## config.mk

```make
export PLATFORM = sky130hd
export DESIGN_NAME = uart_rx_cfg_flat
export DESIGN_NICKNAME = d
export VERILOG_FILES = /design/src/rtl/uart_pkg.sv /design/src/rtl/uart_rx_cfg_if.sv /design/src/rtl/sync_2ff.sv /design/src/rtl/uart_rx_cfg.sv /design/src/flat_wrapper.sv
export SDC_FILE = /design/constraint.sdc
export NUM_CORES = 1
export LEC_CHECK = 0
export BUFFER_PORTS_ARGS = -buffer_cell sky130_fd_sc_hd__buf_2
export CORE_MARGIN = 1.5
export CORE_UTILIZATION = 36
export DETAILED_ROUTE_END_ITERATION = 8
export GPL_TIMING_DRIVEN = 0
export SLEW_MARGIN = 25
export SYNTH_ARGS = -nofsm -noshare
export SYNTH_HDL_FRONTEND = slang
export SYNTH_SLANG_ARGS = --single-unit
export TNS_END_PERCENT = 30
```

## constraint.sdc

```tcl
create_clock -name clk -period 2.6 [get_ports clk]
set_clock_uncertainty 0.1 [all_clocks]
set_input_delay 0.13 -clock clk [delete_from_list [all_inputs] [get_ports clk]]
set_output_delay 0.13 -clock clk [all_outputs]
set_load 0.01 [all_outputs]
```

## src/rtl/uart_pkg.sv

```systemverilog
// Shared definitions for the configurable UART blocks.
//   rx_state_t  : receiver FSM state encoding
//   PARITY_*    : parity mode codes, shared with the configurable transmitter
//   maj3        : 3-input majority vote used for bit sampling
package uart_pkg;

  typedef enum logic [2:0] {
    ST_IDLE,
    ST_START,
    ST_DATA,
    ST_PARITY,
    ST_STOP,
    ST_WAIT_HIGH
  } rx_state_t;

  localparam int PARITY_NONE = 0;
  localparam int PARITY_EVEN = 1;
  localparam int PARITY_ODD  = 2;

  function automatic logic maj3(input logic a, input logic b, input logic c);
    return (a & b) | (a & c) | (b & c);
  endfunction

endpackage

```

## src/rtl/uart_rx_cfg_if.sv

```systemverilog
// Handshake bundle between the baud tick generator / serial line / consumer
// and the configurable UART receiver.
//   master : drives i_tick, i_rx, i_rd; observes received word and status
//   slave  : the receiver side
interface uart_rx_cfg_if #(
  parameter int NBITS = 8
);
  logic             i_tick;
  logic             i_rx;
  logic             i_rd;
  logic [NBITS-1:0] o_data;
  logic             o_valid;
  logic             o_rx_done;
  logic             o_parity_err;
  logic             o_frame_err;
  logic             o_break;
  logic             o_overrun;

  modport master (
    output i_tick, i_rx, i_rd,
    input  o_data, o_valid, o_rx_done, o_parity_err, o_frame_err, o_break, o_overrun
  );

  modport slave (
    input  i_tick, i_rx, i_rd,
    output o_data, o_valid, o_rx_done, o_parity_err, o_frame_err, o_break, o_overrun
  );
endinterface

```

## src/rtl/sync_2ff.sv

```systemverilog
// Two-flop synchronizer for an asynchronous single-bit input.
//   clk   : destination clock
//   rst   : asynchronous active-low reset, loads RST_VAL into both flops
//   d     : asynchronous input
//   q     : synchronized output (two clocks of latency)
module sync_2ff #(
  parameter logic RST_VAL = 1'b1
) (
  input  logic clk,
  input  logic rst,
  input  logic d,
  output logic q
);
  logic meta;

  always_ff @(posedge clk or negedge rst) begin
    if (!rst) begin
      meta <= RST_VAL;
      q    <= RST_VAL;
    end else begin
      meta <= d;
      q    <= meta;
    end
  end
endmodule

```

## src/rtl/uart_rx_cfg.sv

```systemverilog
// Configurable UART receiver: NBITS data bits, OVERSAMPLE ticks per bit,
// optional even/odd parity, 1 or 2 stop bits, 3-sample majority vote.
//   clk, rst : clock, asynchronous active-low reset
//   bus      : slave side of uart_rx_cfg_if (tick, line, read strobe in;
//              word, valid, done pulse, parity/frame/break/overrun out)
//
// state      | meaning
// IDLE       | line idle, waiting for a low level
// START      | validating start bit; high vote at mid-bit rejects it
// DATA       | shifting in NBITS data bits, LSB first
// PARITY     | sampling the parity bit
// STOP       | sampling stop bit(s); frame completes at last stop vote
// WAIT_HIGH  | framing error seen, hold off until the line returns high
module uart_rx_cfg
  import uart_pkg::*;
#(
  parameter int NBITS       = 8,
  parameter int OVERSAMPLE  = 16,
  parameter int PARITY_MODE = PARITY_NONE,
  parameter int STOP_BITS   = 1
) (
  input  logic         clk,
  input  logic         rst,
  uart_rx_cfg_if.slave bus
);
  localparam int CW = $clog2(OVERSAMPLE);
  localparam logic [CW-1:0] T_V0  = CW'(OVERSAMPLE / 2 - 1);
  localparam logic [CW-1:0] T_MID = CW'(OVERSAMPLE / 2);
  localparam logic [CW-1:0] T_V2  = CW'(OVERSAMPLE / 2 + 1);
  localparam logic [CW-1:0] T_END = CW'(OVERSAMPLE - 1);

  rx_state_t        state, state_nxt;
  logic [CW-1:0]    tick_cnt;
  logic [3:0]       bit_cnt;
  logic [NBITS-1:0] shreg;
  logic             rxs, v0, v1, par_bit, ferr_acc;
  logic             active, vote_pt, bit_end, voted, frame_end;
  logic             frame_ferr, exp_par, perr_nxt, brk_nxt;

  logic [NBITS-1:0] data_q;
  logic             valid_q, done_q, perr_q, ferr_q, brk_q, ovr_q;

  sync_2ff #(.RST_VAL(1'b1)) u_sync (
    .clk (clk),
    .rst (rst),
    .d   (bus.i_rx),
    .q   (rxs)
  );

  assign active    = state inside {ST_START, ST_DATA, ST_PARITY, ST_STOP};
  assign vote_pt   = active && bus.i_tick && (tick_cnt == T_V2);
  assign bit_end   = active && bus.i_tick && (tick_cnt == T_END);
  // Third sample is taken live at the last vote tick.
  assign voted     = maj3(v0, v1, rxs);
  assign frame_end = (state == ST_STOP) && vote_pt && (bit_cnt == 4'(STOP_BITS - 1));

  assign frame_ferr = ferr_acc | ~voted;
  assign exp_par    = (PARITY_MODE == PARITY_ODD) ? ~^shreg : ^shreg;
  assign perr_nxt   = (PARITY_MODE != PARITY_NONE) && (par_bit != exp_par);
  assign brk_nxt    = frame_ferr && (shreg == '0) &&
                      ((PARITY_MODE == PARITY_NONE) || !par_bit);

  always_comb begin
    state_nxt = state;
    unique case (state)
      ST_IDLE:      if (!rxs) state_nxt = ST_START;
      ST_START: begin
        if (vote_pt && voted) state_nxt = ST_IDLE;
        else if (bit_end)     state_nxt = ST_DATA;
      end
      ST_DATA:
        if (bit_end && (bit_cnt == 4'(NBITS - 1)))
          state_nxt = (PARITY_MODE != PARITY_NONE) ? ST_PARITY : ST_STOP;
      ST_PARITY:    if (bit_end) state_nxt = ST_STOP;
      ST_STOP:      if (frame_end) state_nxt = frame_ferr ? ST_WAIT_HIGH : ST_IDLE;
      ST_WAIT_HIGH: if (rxs) state_nxt = ST_IDLE;
      default:      state_nxt = ST_IDLE;
    endcase
  end

  always_ff @(posedge clk or negedge rst) begin
    if (!rst) begin
      state    <= ST_IDLE;
      tick_cnt <= '0;
      bit_cnt  <= '0;
      shreg    <= '0;
      v0       <= 1'b0;
      v1       <= 1'b0;
      par_bit  <= 1'b0;
      ferr_acc <= 1'b0;
      data_q   <= '0;
      valid_q  <= 1'b0;
      done_q   <= 1'b0;
      perr_q   <= 1'b0;
      ferr_q   <= 1'b0;
      brk_q    <= 1'b0;
      ovr_q    <= 1'b0;
    end else begin
      state  <= state_nxt;
      done_q <= frame_end;

      if (state == ST_IDLE) begin
        tick_cnt <= '0;
        bit_cnt  <= '0;
        ferr_acc <= 1'b0;
      end else if (active && bus.i_tick) begin
        tick_cnt <= (tick_cnt == T_END) ? '0 : tick_cnt + CW'(1);
        if (tick_cnt == T_V0)  v0 <= rxs;
        if (tick_cnt == T_MID) v1 <= rxs;
      end

      if (vote_pt) begin
        if (state == ST_DATA)   shreg   <= {voted, shreg[NBITS-1:1]};
        if (state == ST_PARITY) par_bit <= voted;
        if (state == ST_STOP && !voted) ferr_acc <= 1'b1;
      end

      // Bit index restarts whenever a bit period moves the FSM to a new field.
      if (bit_end)
        bit_cnt <= (state_nxt != state) ? 4'd0 : bit_cnt + 4'd1;

      // Completion has priority over a coincident read strobe.
      if (frame_end) begin
        data_q  <= shreg;
        perr_q  <= perr_nxt;
        ferr_q  <= frame_ferr;
        brk_q   <= brk_nxt;
        valid_q <= 1'b1;
        ovr_q   <= (ovr_q | valid_q) & ~bus.i_rd;
      end else if (bus.i_rd) begin
        valid_q <= 1'b0;
        ovr_q   <= 1'b0;
      end
    end
  end

  assign bus.o_data       = data_q;
  assign bus.o_valid      = valid_q;
  assign bus.o_rx_done    = done_q;
  assign bus.o_parity_err = perr_q;
  assign bus.o_frame_err  = ferr_q;
  assign bus.o_break      = brk_q;
  assign bus.o_overrun    = ovr_q;
endmodule

```

## src/flat_wrapper.sv

```systemverilog
// flat-port wrapper written by rule: the top's interface ports become plain ports
module uart_rx_cfg_flat import uart_pkg::*;
#(
  parameter int NBITS       = 8,
  parameter int OVERSAMPLE  = 16,
  parameter int PARITY_MODE = PARITY_NONE,
  parameter int STOP_BITS   = 1
)
  (clk, rst, bus_i_tick, bus_i_rx, bus_i_rd, bus_o_data, bus_o_valid, bus_o_rx_done, bus_o_parity_err, bus_o_frame_err, bus_o_break, bus_o_overrun);
  uart_rx_cfg_if #(.NBITS(NBITS)) bus_i ();
  input  logic clk;
  input  logic rst;
  input wire logic [$bits(bus_i.i_tick)-1:0] bus_i_tick;
  input wire logic [$bits(bus_i.i_rx)-1:0] bus_i_rx;
  input wire logic [$bits(bus_i.i_rd)-1:0] bus_i_rd;
  output wire logic [$bits(bus_i.o_data)-1:0] bus_o_data;
  output wire logic [$bits(bus_i.o_valid)-1:0] bus_o_valid;
  output wire logic [$bits(bus_i.o_rx_done)-1:0] bus_o_rx_done;
  output wire logic [$bits(bus_i.o_parity_err)-1:0] bus_o_parity_err;
  output wire logic [$bits(bus_i.o_frame_err)-1:0] bus_o_frame_err;
  output wire logic [$bits(bus_i.o_break)-1:0] bus_o_break;
  output wire logic [$bits(bus_i.o_overrun)-1:0] bus_o_overrun;
  assign bus_i.i_tick = bus_i_tick;
  assign bus_i.i_rx = bus_i_rx;
  assign bus_i.i_rd = bus_i_rd;
  assign bus_o_data = bus_i.o_data;
  assign bus_o_valid = bus_i.o_valid;
  assign bus_o_rx_done = bus_i.o_rx_done;
  assign bus_o_parity_err = bus_i.o_parity_err;
  assign bus_o_frame_err = bus_i.o_frame_err;
  assign bus_o_break = bus_i.o_break;
  assign bus_o_overrun = bus_i.o_overrun;
  uart_rx_cfg #(.NBITS(NBITS), .OVERSAMPLE(OVERSAMPLE), .PARITY_MODE(PARITY_MODE), .STOP_BITS(STOP_BITS)) u_core (.clk(clk), .rst(rst), .bus(bus_i));
endmodule
```

* After elaboration in Yosys (flattened, before gate mapping) *
Cells that the tools add are included.

operators by class
  $add $sub $neg = 2
  equality and inequality tests = 11
  multiplexer cells = 21
  bitwise operators = 11
  reduce and logical (&&, ||, !) cells = 20

operator list
  cell                 number
  $mux 3               8
  $mux 4               6
  $pmux 3 s6           1
  $eq 4x4->1 const B   3
  $logic_and 1x1->1    9
  $add 4x1->4 const B  2
  $eq 4x3->1 const B   2
  $logic_not 8->1      1
  $eq 3x2->1 const B   2
  $eq 3x3->1 const B   2
  $mux 1               6
  $reduce_and 3->1     2
  $reduce_bool 2->1    3
  $and 1x1->1          4
  $logic_not 4->1      1
  $or 1x1->1           4
  $reduce_bool 4->1    1
  $eq 3x1->1 const B   1
  $logic_not 3->1      1
  $ne 3x3->1           1
  $not 1->1            3
  $reduce_and 2->1     1
  $logic_not 1->1      1

word-level totals
  register bits after elaboration = 37
  output and inout bits = 14

* Logic depth before layout (Yosys ltp) *
  depth after elaboration = 11
  mapped depth = 9
  depth with buffers taken out = 7

* Cells and area by module *
From an unflattened synthesis, not the netlist that was laid out.

second synthesis, totals
  cell total of the unflattened synthesis = 179
  area total of the unflattened synthesis = 1803.0 µm²

by module, submodules not included
  module       instances  cells each  area an instance (µm²)
  uart_rx_cfg  1          177         1750.4
  sync_2ff     1          2           52.6

* Worst setup path after synthesis *
Ideal clock, no wire load.

  kind = flip-flop to flip-flop
  from = reg u_core.tick_cnt[1]
  to = reg u_core.shreg[0]
  arrival time = 1.538 ns
  setup slack = 0.837 ns
  stages on the path, launching flop included = 7
  cells stage by stage = dfrtp_1 -> inv_1 -> ha_1 -> nand4b_1 -> or3_1 -> buf_6 -> mux2_4

on the way
  cells in the longest elaborated chain, start to end = 3

RTL lines
  what                               line                RTL
  start: declaration                 uart_rx_cfg.sv:33   logic [CW-1:0] tick_cnt;
  start signal: assignment           uart_rx_cfg.sv:107  tick_cnt <= (tick_cnt == T_END) ? '0 : tick_cnt + CW'(1);
  $eq 4x4->1                         uart_rx_cfg.sv:51   assign vote_pt = active && bus.i_tick && (tick_cnt == T_V2);
  $logic_and 1x1->1                  uart_rx_cfg.sv:51
  $reduce_and 2->1 (no source line)  --
  end signal: assignment             uart_rx_cfg.sv:113  if (state == ST_DATA) shreg <= {voted, shreg[NBITS-1:1]};
  end: declaration                   uart_rx_cfg.sv:35   logic [NBITS-1:0] shreg;

No other way between the ends.
A chain may end at the register's enable or synchronous reset.

* Final worst setup path *
  from = reg u_core.tick_cnt[1]
  to = reg u_core.bit_cnt[2]

on the way
  cells in the longest elaborated chain, start to end = 9
  elaborated cells on any way between the ends = 18
  classes of those cells = 3 x eq/ne; 8 x mux; 7 x reduce/logical

RTL lines
  what                             line                RTL
  $eq 4x4->1                       uart_rx_cfg.sv:51
  $logic_and 1x1->1                uart_rx_cfg.sv:51
  $logic_and 1x1->1 (2 in series)  uart_rx_cfg.sv:55   assign frame_end = (state == ST_STOP) && vote_pt && (bit_cnt == 4'(STOP_BITS - 1));
  $mux 3                           uart_rx_cfg.sv:75   ST_STOP: if (frame_end) state_nxt = frame_ferr ? ST_WAIT_HIGH : ST_IDLE;
  $pmux 3 s6                       uart_rx_cfg.sv:65   unique case (state)
  $ne 3x3->1                       uart_rx_cfg.sv:120  bit_cnt <= (state_nxt != state) ? 4'd0 : bit_cnt + 4'd1;
  $mux 4                           uart_rx_cfg.sv:120
  $mux 4                           uart_rx_cfg.sv:119  if (bit_end)
  end signal: assignment           uart_rx_cfg.sv:120
  end: declaration                 uart_rx_cfg.sv:34   logic [3:0] bit_cnt;

Several ways; a longest one is shown, not always the timed one.

==> reports/qor.log <==
[synth] cell area after synthesis 1810 µm²
[synth] mean cell area of the mapped netlist 10.8 µm²
[clock_network] CTS-repair resized insts 0
[synth] largest area contributor in the synthesized netlist dfrtp_1
[routing] number of vias in the routed layout 1215
[min_path] path type of the worst min-delay path input pin to flop
[placement] HPWL Detailed 2210 µm
[clock_network] TritonCTS buffer count 5
[synth] total number of yosys warnings 0
[layout] Final nets 205
[synth] Most used DFF post-synth dfrtp_1
[sta] setup repair after global routing missed its margin no
[sta] final hold slack 89.4 ps
[sta] Hold Vio Cnt, Final 0
[layout] footprint of the multi-input gates 768 µm²
[clock_network] number of buffers inserted to repair setup after CTS 0
[grt] remaining global-route overflow 0
[sta] Worst Max-Slew Pin Slew 828 ps
[clock_network] clock tree root buffer cell clkbuf_8
[placement] count of input and output buffers 17
[floorplan] vertical die dimension 74.0 µm
[grt] vias in the first global route 1252
[floorplan] Die Area 5470 µm²
[synth] Post-synth ARST share 100%
[clock_network] clock tree from TritonCTS yes
[grt] overall global routing resource usage 14.0%
[power] total chip power 1.50 mW
[floorplan] ports placed on the boundary 19
[placement] placed insts 252
[synth] ranking of synthesized cells by area dfrtp_1, mux2_4, nand2_1
[placement] routability cong. 0.827
[status] run status complete, no violations
[layout] Filler cells 486
[critical_path] startpoint-to-endpoint class of the critical path flop to flop
[layout] layout-stage area growth over the synthesis result 16.7%
[sta] number of pins with negative max-slew slack in the final report 0
[placement] placement-stage worst setup slack 634 ps
[layout] share of cells above drive strength 1 27.7%
[synth] EDFF count, synth 0
[clock_network] H-tree depth 2
[routing] routed vias/inst 4.64
[sta] headroom to the max-slew limit 44.8%
[layout] count of antenna diodes in the layout 0
[critical_path] critical path data arrival time 2110 ps
[floorplan] starting density of the core 37.9%
[floorplan] width of the die 74.0 µm
[routing] routed wire length per instance 12.2 µm
[sta] Max Fclk 499 MHz
[synth] sequential fraction of the synthesis area 51.2%
[sta] Setup TNS 0 ps
[layout] non-filler cells, final 262
[power] Leak 1.06 nW
[routing] antenna-violating nets left 0
[routing] total wirelength of the detailed-routed design 3210 µm
[grt] first-pass GRT wire length 5820 µm
[routing] Post-route DRC 0
[sta] post-route fraction of the period consumed by the critical path 77.1%
[routing] count of routing violations after the opening detailed-route iteration 42
[synth] area share of the leading cell type in the synthesized netlist 48.3%
[critical_path] Critical Path Source Type flop
[synth] Post-Synthesis Net Count 178
[critical_path] critical path capture point type flop
[layout] area of all sequential standard cells 928 µm²
[sta] final setup margin 595 ps
[power] PD cells 709 nW/µm²
[clock_network] clock slew seen by the registers of the worst setup and hold paths 70 ps
[critical_path] top fanout value on the critical path 4
[synth] Synth Register Bits 37
[grt] antenna violations before repair 0
[routing] Initial DRT Pass Iterations 4
[clock_network] clock latency reported for the late side of the worst-skew pair 290 ps
[floorplan] number of standard-cell rows in the floorplan 25
[sta] final worst path period need 2010 ps
[job] max-capacitance violation count 0
[grt] pin count of the biggest net entering global routing 38
[floorplan] core region area 4790 µm²
[critical_path] data required time of the critical path 2700 ps
[clock_network] clock sink count 37
[clock_network] maximum buffer depth of the clock tree 2
[synth] number of standard cells after synthesis 168
[power] maximum vdd ir drop 0.549 mV
[sta] Finish-stage setup viols 0
[synth] Cell variety after synth 45
[clock_network] number of buffers inserted for hold repair after clock tree synthesis 3
-- registers in the layout, summed over array words and instances, names as in the netlist --
register and cells:
u_core.bus.o_valid 1, u_core.bus.o_rx_done 1, u_core.tick_cnt 4, u_core.bus.o_frame_err 1
u_core.bus.o_overrun 1, u_core.bit_cnt 4, u_core.ferr_acc 1, u_core.v1 1
u_core.u_sync.meta 1, u_core.bus.o_data 8, u_core.v0 1, u_core.bus.o_break 1
u_core.shreg 8, u_core.u_sync.q 1, u_core.state 3
-- cell usage after synthesis (2+ instances only) --
cell type	count
o21ai_1	5
nor4_1	2
or3_1	2
o21ai_0	2
dfstp_2	2
nor3_1	5
a21oi_1	6
nor2_1	5
ha_1	5
inv_1	9
or2_2	2
nand2b_1	3
maj3_1	2
mux2_1	2
o21ai_2	2
buf_2	3
mux2_4	8
dfrtp_1	35
nand2_1	32
nand3_1	4
and3_1	2
nand4b_1	2
buf_6	5
xor2_1	2
-- metal layers --
| layer | track usage, % | vias to the layer above | share of wire (%) |
|---|---|---|---|
| li1 | - | 618 | - |
| met1 | 18.4 | 573 | 49 |
| met2 | 22.2 | 17 | 46 |
| met3 | 3.66 | 7 | 3.1 |
| met4 | 4.94 | 0 | 1.6 |
| met5 | 0 | - | 0 |
-- per-stage QoR --
step	instance area, µm²	util (%)
floorplan	1810	-
global placement	1980	41.4
detailed placement	1980	41.4
CTS	2120	44.2
global route	2120	44.2
finish	2120	44.2
-- worst max-delay path, cell delays in order (launching register included) --
cell	delay [ps]
dfrtp_1	390
inv_1	100
ha_1	160
nand4b_1	200
nor3b_1	580
o21ai_2	180
o211ai_1	200
-- report_power, final --
part | total [mW] | switching, mW | leakage [nW] | internal, mW
registers | 0.689 | 0.0515 | 0.491 | 0.637
clock network | 0.473 | 0.195 | 0.0540 | 0.279
logic | 0.338 | 0.191 | 0.518 | 0.147
total | 1.50 | 0.437 | 1.06 | 1.06
-- area by class of cell --
type	count	area share [%]
Sequential cell	37	43.9
Multi-Input combinational cell	112	36.3
Timing Repair Buffer	20	5.44
Tap cell	67	3.96
Buffer	9	3.73
Clock buffer	5	3.25
Inverter	10	1.77
Clock inverter	2	1.66
-- placed cells by master, fill, tap and decap left out, drive strengths merged, types with 2 or more instances in the layout --
cell type and instances:
and3 2, xor2 2, buf 26, mux2 11
ha 5, nand4b 2, nand3 4, nor3 5
nor2 5, nand2b 3, inv 10, clkbuf 5
nor4 2, dfstp 2, nand2 32, a21oi 7
maj3 2, or2 2, dfrtp 35, o21ai 9
or3 3, dlygate4sd3 3
-- kinds of logic (layout without fill, tap and decap cells) --
family | Yosys count | after routing | share of synthesized area [%]
flip-flops | 37 | 37 | 51.2
multiplexers | 11 | 11 | 8.49
other | 1 | 1 | 0.207
buffers and inverters | 19 | 46 | 6.42
AO/OA/AOI/OAI | 23 | 23 | 8.90
adder cells (fa/ha/maj) | 7 | 7 | 4.55
AND/OR/NAND/NOR | 67 | 67 | 18.8
XOR/XNOR | 3 | 3 | 1.45
-- final timing paths --
kind                                         to               start  slack (ps)  cells after the start
setup / recovery              u_core.bit_cnt[2]  u_core.tick_cnt[1]         590                      6
hold / removal               u_core.tick_cnt[1]          bus_i_tick          90                      3
setup reg to reg              u_core.bit_cnt[2]  u_core.tick_cnt[1]         590                      6
hold reg to reg                 u_core.u_sync.q  u_core.u_sync.meta         260                      0
max in group asynchronous             u_core.v1                 rst        1500                      2
min in group asynchronous  u_core.bus.o_rx_done                 rst         380                      2
Power figures use the tool's default switching activity.
